--- src/rtl/dvsd_prod_acc.sv ---
// Product accumulator: sums unsigned products into frames closed by in_last or NMAX products.
// Optional saturation instead of wrap when DVSD_PROD_ACC_SAT_EN is defined.
module dvsd_prod_acc #(
  parameter int unsigned PW   = 16,
  parameter int unsigned AW   = 24,
  parameter int unsigned NMAX = 16
) (
  input  logic                       clk,
  input  logic                       rst,
  input  logic                       in_valid,
  output logic                       in_ready,
  input  logic [PW-1:0]              in_prod,
  input  logic                       in_last,
  output logic                       out_valid,
  input  logic                       out_ready,
  output logic [AW-1:0]              out_sum,
  output logic [$clog2(NMAX+1)-1:0]  out_count,
  output logic                       out_ovf
);

  localparam int unsigned CW = $clog2(NMAX + 1);

  typedef enum logic [1:0] {StIdle, StAcc, StHold} state_e;

  state_e        state;
  logic [AW-1:0] acc;
  logic [CW-1:0] count;
  logic          ovf;

  logic          accept;
  logic [AW:0]   sum_ext;
  logic [AW-1:0] acc_nxt;
  logic [CW-1:0] count_nxt;
  logic          ovf_nxt;
  logic          close;

  assign in_ready = ~rst & (state != StHold);
  assign accept   = in_valid & in_ready;

  // acc/count/ovf are zero in StIdle, so the same datapath serves the first product.
  always_comb begin
    sum_ext   = {1'b0, acc} + {1'b0, AW'(in_prod)};
    count_nxt = count + CW'(1);
    ovf_nxt   = ovf | sum_ext[AW];
`ifdef DVSD_PROD_ACC_SAT_EN
    // Once at all-ones, any nonzero add carries again, so saturation stays sticky.
    acc_nxt   = sum_ext[AW] ? {AW{1'b1}} : sum_ext[AW-1:0];
`else
    acc_nxt   = sum_ext[AW-1:0];
`endif
    close     = in_last | (count_nxt == CW'(NMAX));
  end

  always_ff @(posedge clk) begin
    if (rst) begin
      state     <= StIdle;
      acc       <= '0;
      count     <= '0;
      ovf       <= 1'b0;
      out_valid <= 1'b0;
      out_sum   <= '0;
      out_count <= '0;
      out_ovf   <= 1'b0;
    end else begin
      case (state)
        StIdle, StAcc: begin
          if (accept) begin
            acc   <= acc_nxt;
            count <= count_nxt;
            ovf   <= ovf_nxt;
            if (close) begin
              state     <= StHold;
              out_valid <= 1'b1;
              out_sum   <= acc_nxt;
              out_count <= count_nxt;
              out_ovf   <= ovf_nxt;
            end else begin
              state <= StAcc;
            end
          end
        end
        StHold: begin
          if (out_ready) begin
            state     <= StIdle;
            acc       <= '0;
            count     <= '0;
            ovf       <= 1'b0;
            out_valid <= 1'b0;
          end
        end
        default: state <= StIdle;
      endcase
    end
  end

endmodule

--- config.mk ---
export PLATFORM = sky130hd
export DESIGN_NAME = dvsd_prod_acc
export DESIGN_NICKNAME = d
export VERILOG_FILES = /design/src/rtl/dvsd_prod_acc.sv
export SDC_FILE = /design/constraint.sdc
export NUM_CORES = 1
export LEC_CHECK = 0
export BUFFER_PORTS_ARGS = -buffer_cell sky130_fd_sc_hd__buf_2
export CAP_MARGIN = 15
export CORE_MARGIN = 4
export CORE_UTILIZATION = 60
export DETAILED_ROUTE_END_ITERATION = 8
export PLACE_DENSITY = 0.85
export SLEW_MARGIN = 20
export SYNTH_ARGS = -nofsm -noshare
export SYNTH_HDL_FRONTEND = slang
export SYNTH_SLANG_ARGS = --single-unit
--- constraint.sdc ---
create_clock -name clk -period 5.78 [get_ports clk]
set_input_delay 0.867 -clock clk [delete_from_list [all_inputs] [get_ports clk]]
set_output_delay 0.867 -clock clk [all_outputs]
set_load 0.01 [all_outputs]
==> results of run 1 <==
layout make-up:
class,count,area (um^2)
Timing Repair Buffer,54,275
Multi-Input combinational cell,329,2000
Fill cell,459,1650
Clock inverter,4,70.1
Tap cell,72,90.1
Clock buffer,12,135
Sequential cell,63,1260
Inverter,6,22.5
synth_stat cells (6+ instances only):
| master | number | area share |
|---|---|---|
| inv_1 | 6 | 0.0066 |
| a211oi_1 | 11 | 0.024 |
| a21oi_1 | 37 | 0.055 |
| xor2_1 | 8 | 0.021 |
| nand2_1 | 44 | 0.049 |
| a22oi_1 | 12 | 0.027 |
| clkbuf_1 | 14 | 0.015 |
| nor2_1 | 49 | 0.054 |
| xnor2_1 | 16 | 0.041 |
| dfxtp_1 | 63 | 0.37 |
| and3_1 | 7 | 0.013 |
| ha_1 | 18 | 0.066 |
| nand3_1 | 27 | 0.040 |
| nor3_1 | 6 | 0.0088 |
| o21ai_0 | 23 | 0.034 |
| a31oi_1 | 6 | 0.011 |
layer usage:
metal / global-route usage / vias up
met5: 0 / -
met4: 0.0906 / 0
met3: 0.0466 / 8
met2: 0.394 / 81
met1: 0.286 / 1419
li1: - / 1592
critical path, delay by kind of cell:
kind                   cells  cell delay, ns
AOI/OAI and AO/OA          2            0.33
buffers and inverters      2            0.98
and+or+nand+nor            2            1.67
state kept, by name (all words and copies together) (netlist names):
register and count:
out_valid 1, out_sum 24, out_count 5, acc 24
out_ovf 1, state 2, count 5, ovf 1
worst min-delay path by stage:
stage	startpoint	endpoint	depth (start not counted)
floorplan	state[1]$_SDFFE_PP0P_	state[0]$_SDFFE_PP0P_	1
global placement	state[1]$_SDFFE_PP0P_	state[0]$_SDFFE_PP0P_	1
detailed placement	state[1]$_SDFFE_PP0P_	state[0]$_SDFFE_PP0P_	1
CTS	state[1]$_SDFFE_PP0P_	state[0]$_SDFFE_PP0P_	1
global route	state[1]$_SDFFE_PP0P_	state[0]$_SDFFE_PP0P_	1
finish	state[1]$_SDFFE_PP0P_	state[0]$_SDFFE_PP0P_	1
power groups by stage:
| stage | sequential (W) | clock (W) | combinational [W] |
|---|---|---|---|
| after detailed placement | 0.000481 | 0 | 0.000203 |
| after global placement | 0.000480 | 0 | 0.000199 |
| final | 0.000472 | 0.000410 | 0.000205 |
| after floorplan | 0.000484 | 0 | 0.000150 |
| after global routing | 0.000474 | 0.000435 | 0.000230 |
| after CTS | 0.000472 | 0.000412 | 0.000204 |
cell families (layout without fill, tap and decap cells):
kind of cell,count (synthesis),in the layout,share of synthesized area
AO/OA/AOI/OAI,125,125,0.236
buffers and inverters,31,76,0.0394
adder cells (fa/ha/maj),19,19,0.0722
flip-flops,63,63,0.371
AND/OR/NAND/NOR,161,161,0.219
XOR/XNOR,24,24,0.0619
stage by stage:
| step | worst slack, ns | hold slack [ns] | power (W) |
|---|---|---|---|
| after floorplan | 2.99 | 0.399 | 0.000633 |
| after global placement | 1.58 | 0.406 | 0.000680 |
| after detailed placement | 1.49 | 0.415 | 0.000684 |
| after CTS | 1.86 | 0.423 | 0.00109 |
| after global routing | 1.92 | 0.445 | 0.00114 |
| final | 2.18 | 0.417 | 0.00109 |
==> metrics.md, run 1 <==
| Metric | Value |
|---|---|
| Status | `complete, no violations` |
| Largest net degree at the start of global routing | `50` |
| Design area | `3860 um^2` |
| Iteration-0 DRC Markers | `150` |
| Combinational Power Share | `0.188` |
| Cell count after synthesis | `423` |
| Met2 wirelength from detailed routing | `3900 um` |
| I/O Buffers | `52` |
| Global Route Usage Sum | `0.231` |
| Maximum vdd drop | `0.000177 V` |
| Final Max Tran Viols | `0` |
| CTS Buf Count | `9` |
| Arrival time at the worst endpoint | `3.87 ns` |
| Remaining Overflow, GRT | `0` |
| Die Wd | `83.2 um` |
| Most common cell after layout, fill and taps aside | `dfxtp_1` |
| F_max | `0.278 GHz` |
| DRC errors left | `0` |
| Critical path fanouts, max | `49` |
| # IOs | `53` |
| Area delta synth->final | `13.6%` |
| Final setup violation count | `0` |
| Die outline height | `83.2 um` |
| Post-CTS resize count | `0` |
| Reg2reg start | `acc[0]$_SDFFE_PP0P_` |
| Worst path max stage delay | `0.92 ns` |
| Ant diodes | `0` |
| CTS tree | `yes` |
| Ys async rst share | `0` |
| Final hold viol count | `0` |
| Least-Margin Pin Slew | `0.989 ns` |
| RePlAce Congestion | `0.893` |
| Dpl cell area | `3650 um^2` |
| Critical path class | `in -> reg` |
| Global-route wire length before repair | `13200 um` |
| Antenna Nets Post-Route | `0` |
| WL/cell | `14.6 um` |
| TritonRoute pass-1 iters | `5` |
| Ys flop type | `dfxtp_1` |
| Initial Utilization | `0.617` |
| Int Power | `0.000780 W` |
| Hpwl dp | `5440 um` |
| Period utilization | `0.623` |
| Worst hold path class | `reg -> reg` |
| RSZ-0062 raised after global routing | `false` |
| Worst Skew | `0.00898 ns` |
| Initial antenna violation count | `0` |
| Syn Area/Cell | `8.03 um^2` |
| Via count | `3100` |
| Placed insts | `524` |
| Switching share of total power | `0.281` |
| Reg2reg setup slack | `3.29 ns` |
| CTS hold repair buffers | `0` |
| Max-slew headroom | `0.341` |
| Pwr/cell area | `282 nW/um^2` |
| Leak pwr | `1.61 nW` |
| Reg2reg path depth | `10` |
| Startpoint Class | `primary input` |
| Critical path, cell by cell | `buf_2, inv_1, and3_1, and3_2, o211ai_1, a21oi_1` |
| Final Util | `0.701` |
| Root Driver | `clkbuf_8` |
| Die Area | `6930 um^2` |
| Core ar. | `5510 um^2` |
| Layout cells sized above 1 | `0.165` |
| Worst Setup End Kind | `flop` |
| H-tree depth | `3` |
| Final TNS setup | `0 ns` |
| Vias in the first global route | `2915` |
| Post-CTS Setup Inserts | `0` |
| Most frequent cells in the layout | `63 x dfxtp_1, 52 x buf_2, 49 x nor2_1` |
| Register area share after synthesis | `0.371` |
| Synth warn | `0` |
| Yosys cell types | `51` |
| Required time of the critical path | `6.05 ns` |
| Net switching power | `0.000306 W` |
| Fin cells | `540` |
| Final critical-path required period | `3.60 ns` |
| Drt total wl | `7880 um` |
| Post-layout net count | `503` |
| Crit path to | `out_sum[22]$_SDFFE_PP0P_` |
| Crit-path slowest cell | `and3_1` |
| Worst reg2reg endpoint | `acc[22]$_SDFFE_PP0P_` |
| Met1 WL | `3480 um` |
| FF+latch count, synth | `63` |
| Number of flops mapped to enable cells by yosys | `0` |
| Standard-cell rows | `27` |
| Mapped cell area | `3400 um^2` |
| Net Count, Synth | `463` |
| Clock share of power | `0.377` |
| Top routing layer used | `met4` |
| Crit path launch | `rst` |
| Met3 wire len | `410 um` |
| DR vias/cell | `5.74` |
| Reg power frac | `0.434` |
| Clock Sinks | `63` |
| Worst-skew pair later-pin latency | `0.34 ns` |
| Bufs on Longest Clock Path | `2` |
| Reg clk slew, reported paths | `0.07 ns` |
| Total of max-cap violations | `0` |
Note: power is estimated with default switching activity, not from simulation.
==> run 2, diff against run 1 <==
- ABC_AREA: default -> 1
- CORE_UTILIZATION: 60 -> 52
- PLACE_DENSITY: 0.85 -> 0.77
- clock period: 5.78 -> 3.2 ns (I/O delays scaled with it)
==> run 2 against run 1 <==
  * Sequential power is 79% higher
  * Clock power is 91% higher
  * Clock skew is 0.0038 ns lower
  * Synthesized area is 13% higher
  * Via count is 25% higher
  * Combinational power is 72% higher
  * Die area is 28% higher
  * Global-route usage is 0.18 points higher
==> metrics.md, run 2 <==
| Metric | Value |
|---|---|
| Cell taking the most area after synthesis | `dfxtp_1` |
| Synth warn | `0 (unchanged)` |
| Largest delay share family, worst path | `simple AND/OR/NAND/NOR gates` |
| Iteration-0 DRC Markers | `317 (+110%)` |
| Final Max Tran Viols | `0 (unchanged)` |
| CP bufs+invs | `1 (-1)` |
| FF+latch count, synth | `63 (unchanged)` |
| Largest net degree at the start of global routing | `44 (-12%)` |
| Least-Margin Pin Slew | `0.708 ns (-0.281 ns)` |
| Final critical-path required period | `2.19 ns` |
| Most instantiated library cell after synthesis | `nand2_1` |
| Max-slew headroom | `0.528 (+0.187)` |
| Worst path max stage delay | `0.42 ns (-0.50 ns)` |
| Antenna Nets Post-Route | `0 (unchanged)` |
| # fillers | `699 (+52%)` |
| Dpl cell area | `4150 um^2 (+14%)` |
| Hpwl dp | `7050 um (+30%)` |
| CTS Buf Count | `9 (unchanged)` |
| Final setup violation count | `0 (unchanged)` |
| Mapped cell area | `3850 um^2 (+13%)` |
| F_max | `0.456 GHz` |
| Standard-cell rows | `31 (+15%)` |
| Register area share after synthesis | `0.327 (-0.0440)` |
| Initial Utilization | `0.534 (-0.0827)` |
| Required time of the critical path | `3.47 ns (-2.58 ns)` |
| Reg clk slew, reported paths | `0.07 ns (about the same)` |
| Worst hold path class | `in -> reg` |
| Placed insts | `750 (+43%)` |
| Remaining Overflow, GRT | `0 (unchanged)` |
| Number of flops mapped to enable cells by yosys | `0 (unchanged)` |
| Crit-path most repeated cell | `nand2_1` |
| Most common cell after layout, fill and taps aside | `nand2_1` |
| Most frequent cells in the layout | `202 x nand2_1, 81 x nor2_1, 75 x inv_1` |
| Top Registers | `acc: 24 flops, out_sum: 24 flops` |
| Startpoint Class | `flop` |
| Post-CTS resize count | `0 (unchanged)` |
| Top cells by count, synth | `202 x nand2_1, 81 x nor2_1, 75 x inv_1` |
| Bufs on Longest Clock Path | `2 (unchanged)` |
| RSZ-0062 raised after global routing | `false` |
| RePlAce Congestion | `0.941 (+5.4%)` |
| Via count | `3885 (+25%)` |
| Ys async rst share | `0 (unchanged)` |
| Final hold viol count | `0 (unchanged)` |
| CTS hold repair buffers | `0 (unchanged)` |
| Largest cells by area after synthesis | `dfxtp_1 33%, nand2_1 20%, nor2_1 7.9%, inv_1 7.3%, a21oi_1 6.2%` |
| Final setup margin | `1.01 ns (-1.17 ns)` |
| Clock Sinks | `63 (unchanged)` |
| Post-CTS Setup Inserts | `0 (unchanged)` |
| Global-route wire length before repair | `16400 um (+24%)` |
| DR vias/cell | `5.07 (-12%)` |
| Pwr/cell area | `453 nW/um^2 (+61%)` |
| Yosys top cell area share | `0.327 (-0.0440)` |
| Ys flop type | `dfxtp_1` |
| Yosys cell types | `32 (-37%)` |
| Design area | `4370 um^2 (+13%)` |
| Core ar. | `7210 um^2 (+31%)` |
| Layout cells sized above 1 | `0.130 (-0.0341)` |
| WL/cell | `12.7 um (-13%)` |
| Maximum vdd drop | `0.000237 V (+34%)` |
| Critical path class | `reg -> reg` |
| Cell count after synthesis | `614 (+45%)` |
| Area delta synth->final | `13.5% (about the same)` |
| Initial antenna violation count | `0 (unchanged)` |
| Final TNS setup | `0 ns (unchanged)` |
| # IOs | `53 (unchanged)` |
| Crit-path slowest cell | `fa_1` |
| Vias in the first global route | `3656 (+25%)` |
| Post-layout net count | `702 (+40%)` |
| Fin cells | `766 (+42%)` |
| Syn Area/Cell | `6.28 um^2 (-22%)` |
| Die outline height | `94.1 um (+13%)` |
| Critical path fanouts, max | `3 (-94%)` |
| Final Util | `0.606 (-0.0944)` |
| Die Wd | `94.1 um (+13%)` |
| Net Count, Synth | `654 (+41%)` |
| DRC errors left | `0 (unchanged)` |
| Place WS | `0.777 ns (-0.716 ns)` |
| Root Driver | `clkbuf_8` |
| TritonRoute pass-1 iters | `4 (-1)` |
| I/O Buffers | `52 (unchanged)` |
| Die Area | `8850 um^2 (+28%)` |
| CTS tree | `yes` |
| Worst-skew pair later-pin latency | `0.34 ns (about the same)` |
| Period utilization | `0.685` |
| Global Route Usage Sum | `0.233 (+0.00178)` |
| Critical path, cell by cell | `ha_1, inv_1, fa_1, o21ai_1, nand3_1, nand2_1, nand2_1, nand2_1, nand2_1, nand2_1, nand3_1, a21oi_1` |
| Status | `complete, no violations` |
| Leak pwr | `2.19 nW (+36%)` |
| Ant diodes | `0 (unchanged)` |
| Arrival time at the worst endpoint | `2.46 ns (-1.41 ns)` |
| H-tree depth | `3 (unchanged)` |
| Worst Setup End Kind | `flop` |
| Total of max-cap violations | `0 (unchanged)` |
| Worst Skew | `0.00514 ns (-0.00384 ns)` |
| Drt total wl | `9720 um (+23%)` |
run 2: cell types whose count changed after synthesis, moves of 6 or more:
cell,before,now
a211oi_1,11,0
clkbuf_1,14,4
nor2_1,49,81
nand3_1,27,37
o21ai_0,23,16
a21oi_1,37,48
xnor2_1,16,5
inv_1,6,75
and3_1,7,0
a22oi_1,12,0
nand2_1,44,202
a31oi_1,6,0
o21ai_1,2,10
run 2: per-layer routing:
metal	part of all wire	up-vias	track usage	routed length [um]
met1	0.46	1753	0.293	4480
met5	0	-	0	0
li1	-	2018	-	-
met3	0.046	17	0.0361	449
met2	0.47	97	0.395	4590
met4	0.020	0	0.0975	196
run 2: final cells by class:
class | instances | area, um^2 | share of cell area
multi-input cells | 455 | 2190 | 0.501
clock buffers | 13 | 159 | 0.0363
flip-flops and latches | 63 | 1260 | 0.288
inverters | 79 | 299 | 0.0684
repair buffers | 54 | 275 | 0.0629
well taps | 99 | 124 | 0.0283
clock inverters | 3 | 65.1 | 0.0149
run 2: worst reg2reg max path, cell delays in order, from the launching register on:
cell and delay [ns]:
dfxtp_1 0.33, ha_1 0.20, inv_1 0.07, fa_1 0.42
o21ai_1 0.23, nand3_1 0.13, nand2_1 0.12, nand2_1 0.09
nand2_1 0.14, nand2_1 0.10, nand2_1 0.09, nand3_1 0.07
a21oi_1 0.13
run 2: logic make-up (layout without fill, tap and decap cells):
family | count (synthesis) | count (layout) | share of synthesized area
and+or+nand+nor | 350 | 350 | 0.379
buffers and inverters | 96 | 149 | 0.105
AOI/OAI and AO/OA | 75 | 75 | 0.0990
DFF | 63 | 63 | 0.327
adders and majority gates | 19 | 19 | 0.0636
xor gates and xnor gates | 11 | 11 | 0.0269
run 2: worst paths after layout:
check / start / endpoint / slack (ns) / depth (start not counted)
max: acc[0]$_SDFFE_PP0P_ / acc[20]$_SDFFE_PP0P_ / 1.01 / 12
max reg2reg: acc[0]$_SDFFE_PP0P_ / acc[20]$_SDFFE_PP0P_ / 1.01 / 12
min reg2reg: acc[5]$_SDFFE_PP0P_ / acc[5]$_SDFFE_PP0P_ / 0.47 / 2
min: out_ready / state[1]$_SDFFE_PP0P_ / 0.42 / 4
run 2: stage by stage:
stage	hold WS, ns	power [W]
5_1_grt	0.443	0.00208
3_5_place_dp	0.461	0.00121
4_1_cts	0.409	0.00200
6_report	0.419	0.00198
3_3_place_gp	0.453	0.00120
2_1_floorplan	0.443	0.00112
run 2: report_power, final:
group	total (W)	switching [W]	internal (W)
sequential	0.000843	0.0000214	0.000822
combinational	0.000352	0.000229	0.000123
clock	0.000785	0.000304	0.000481
total	0.00198	0.000554	0.00143
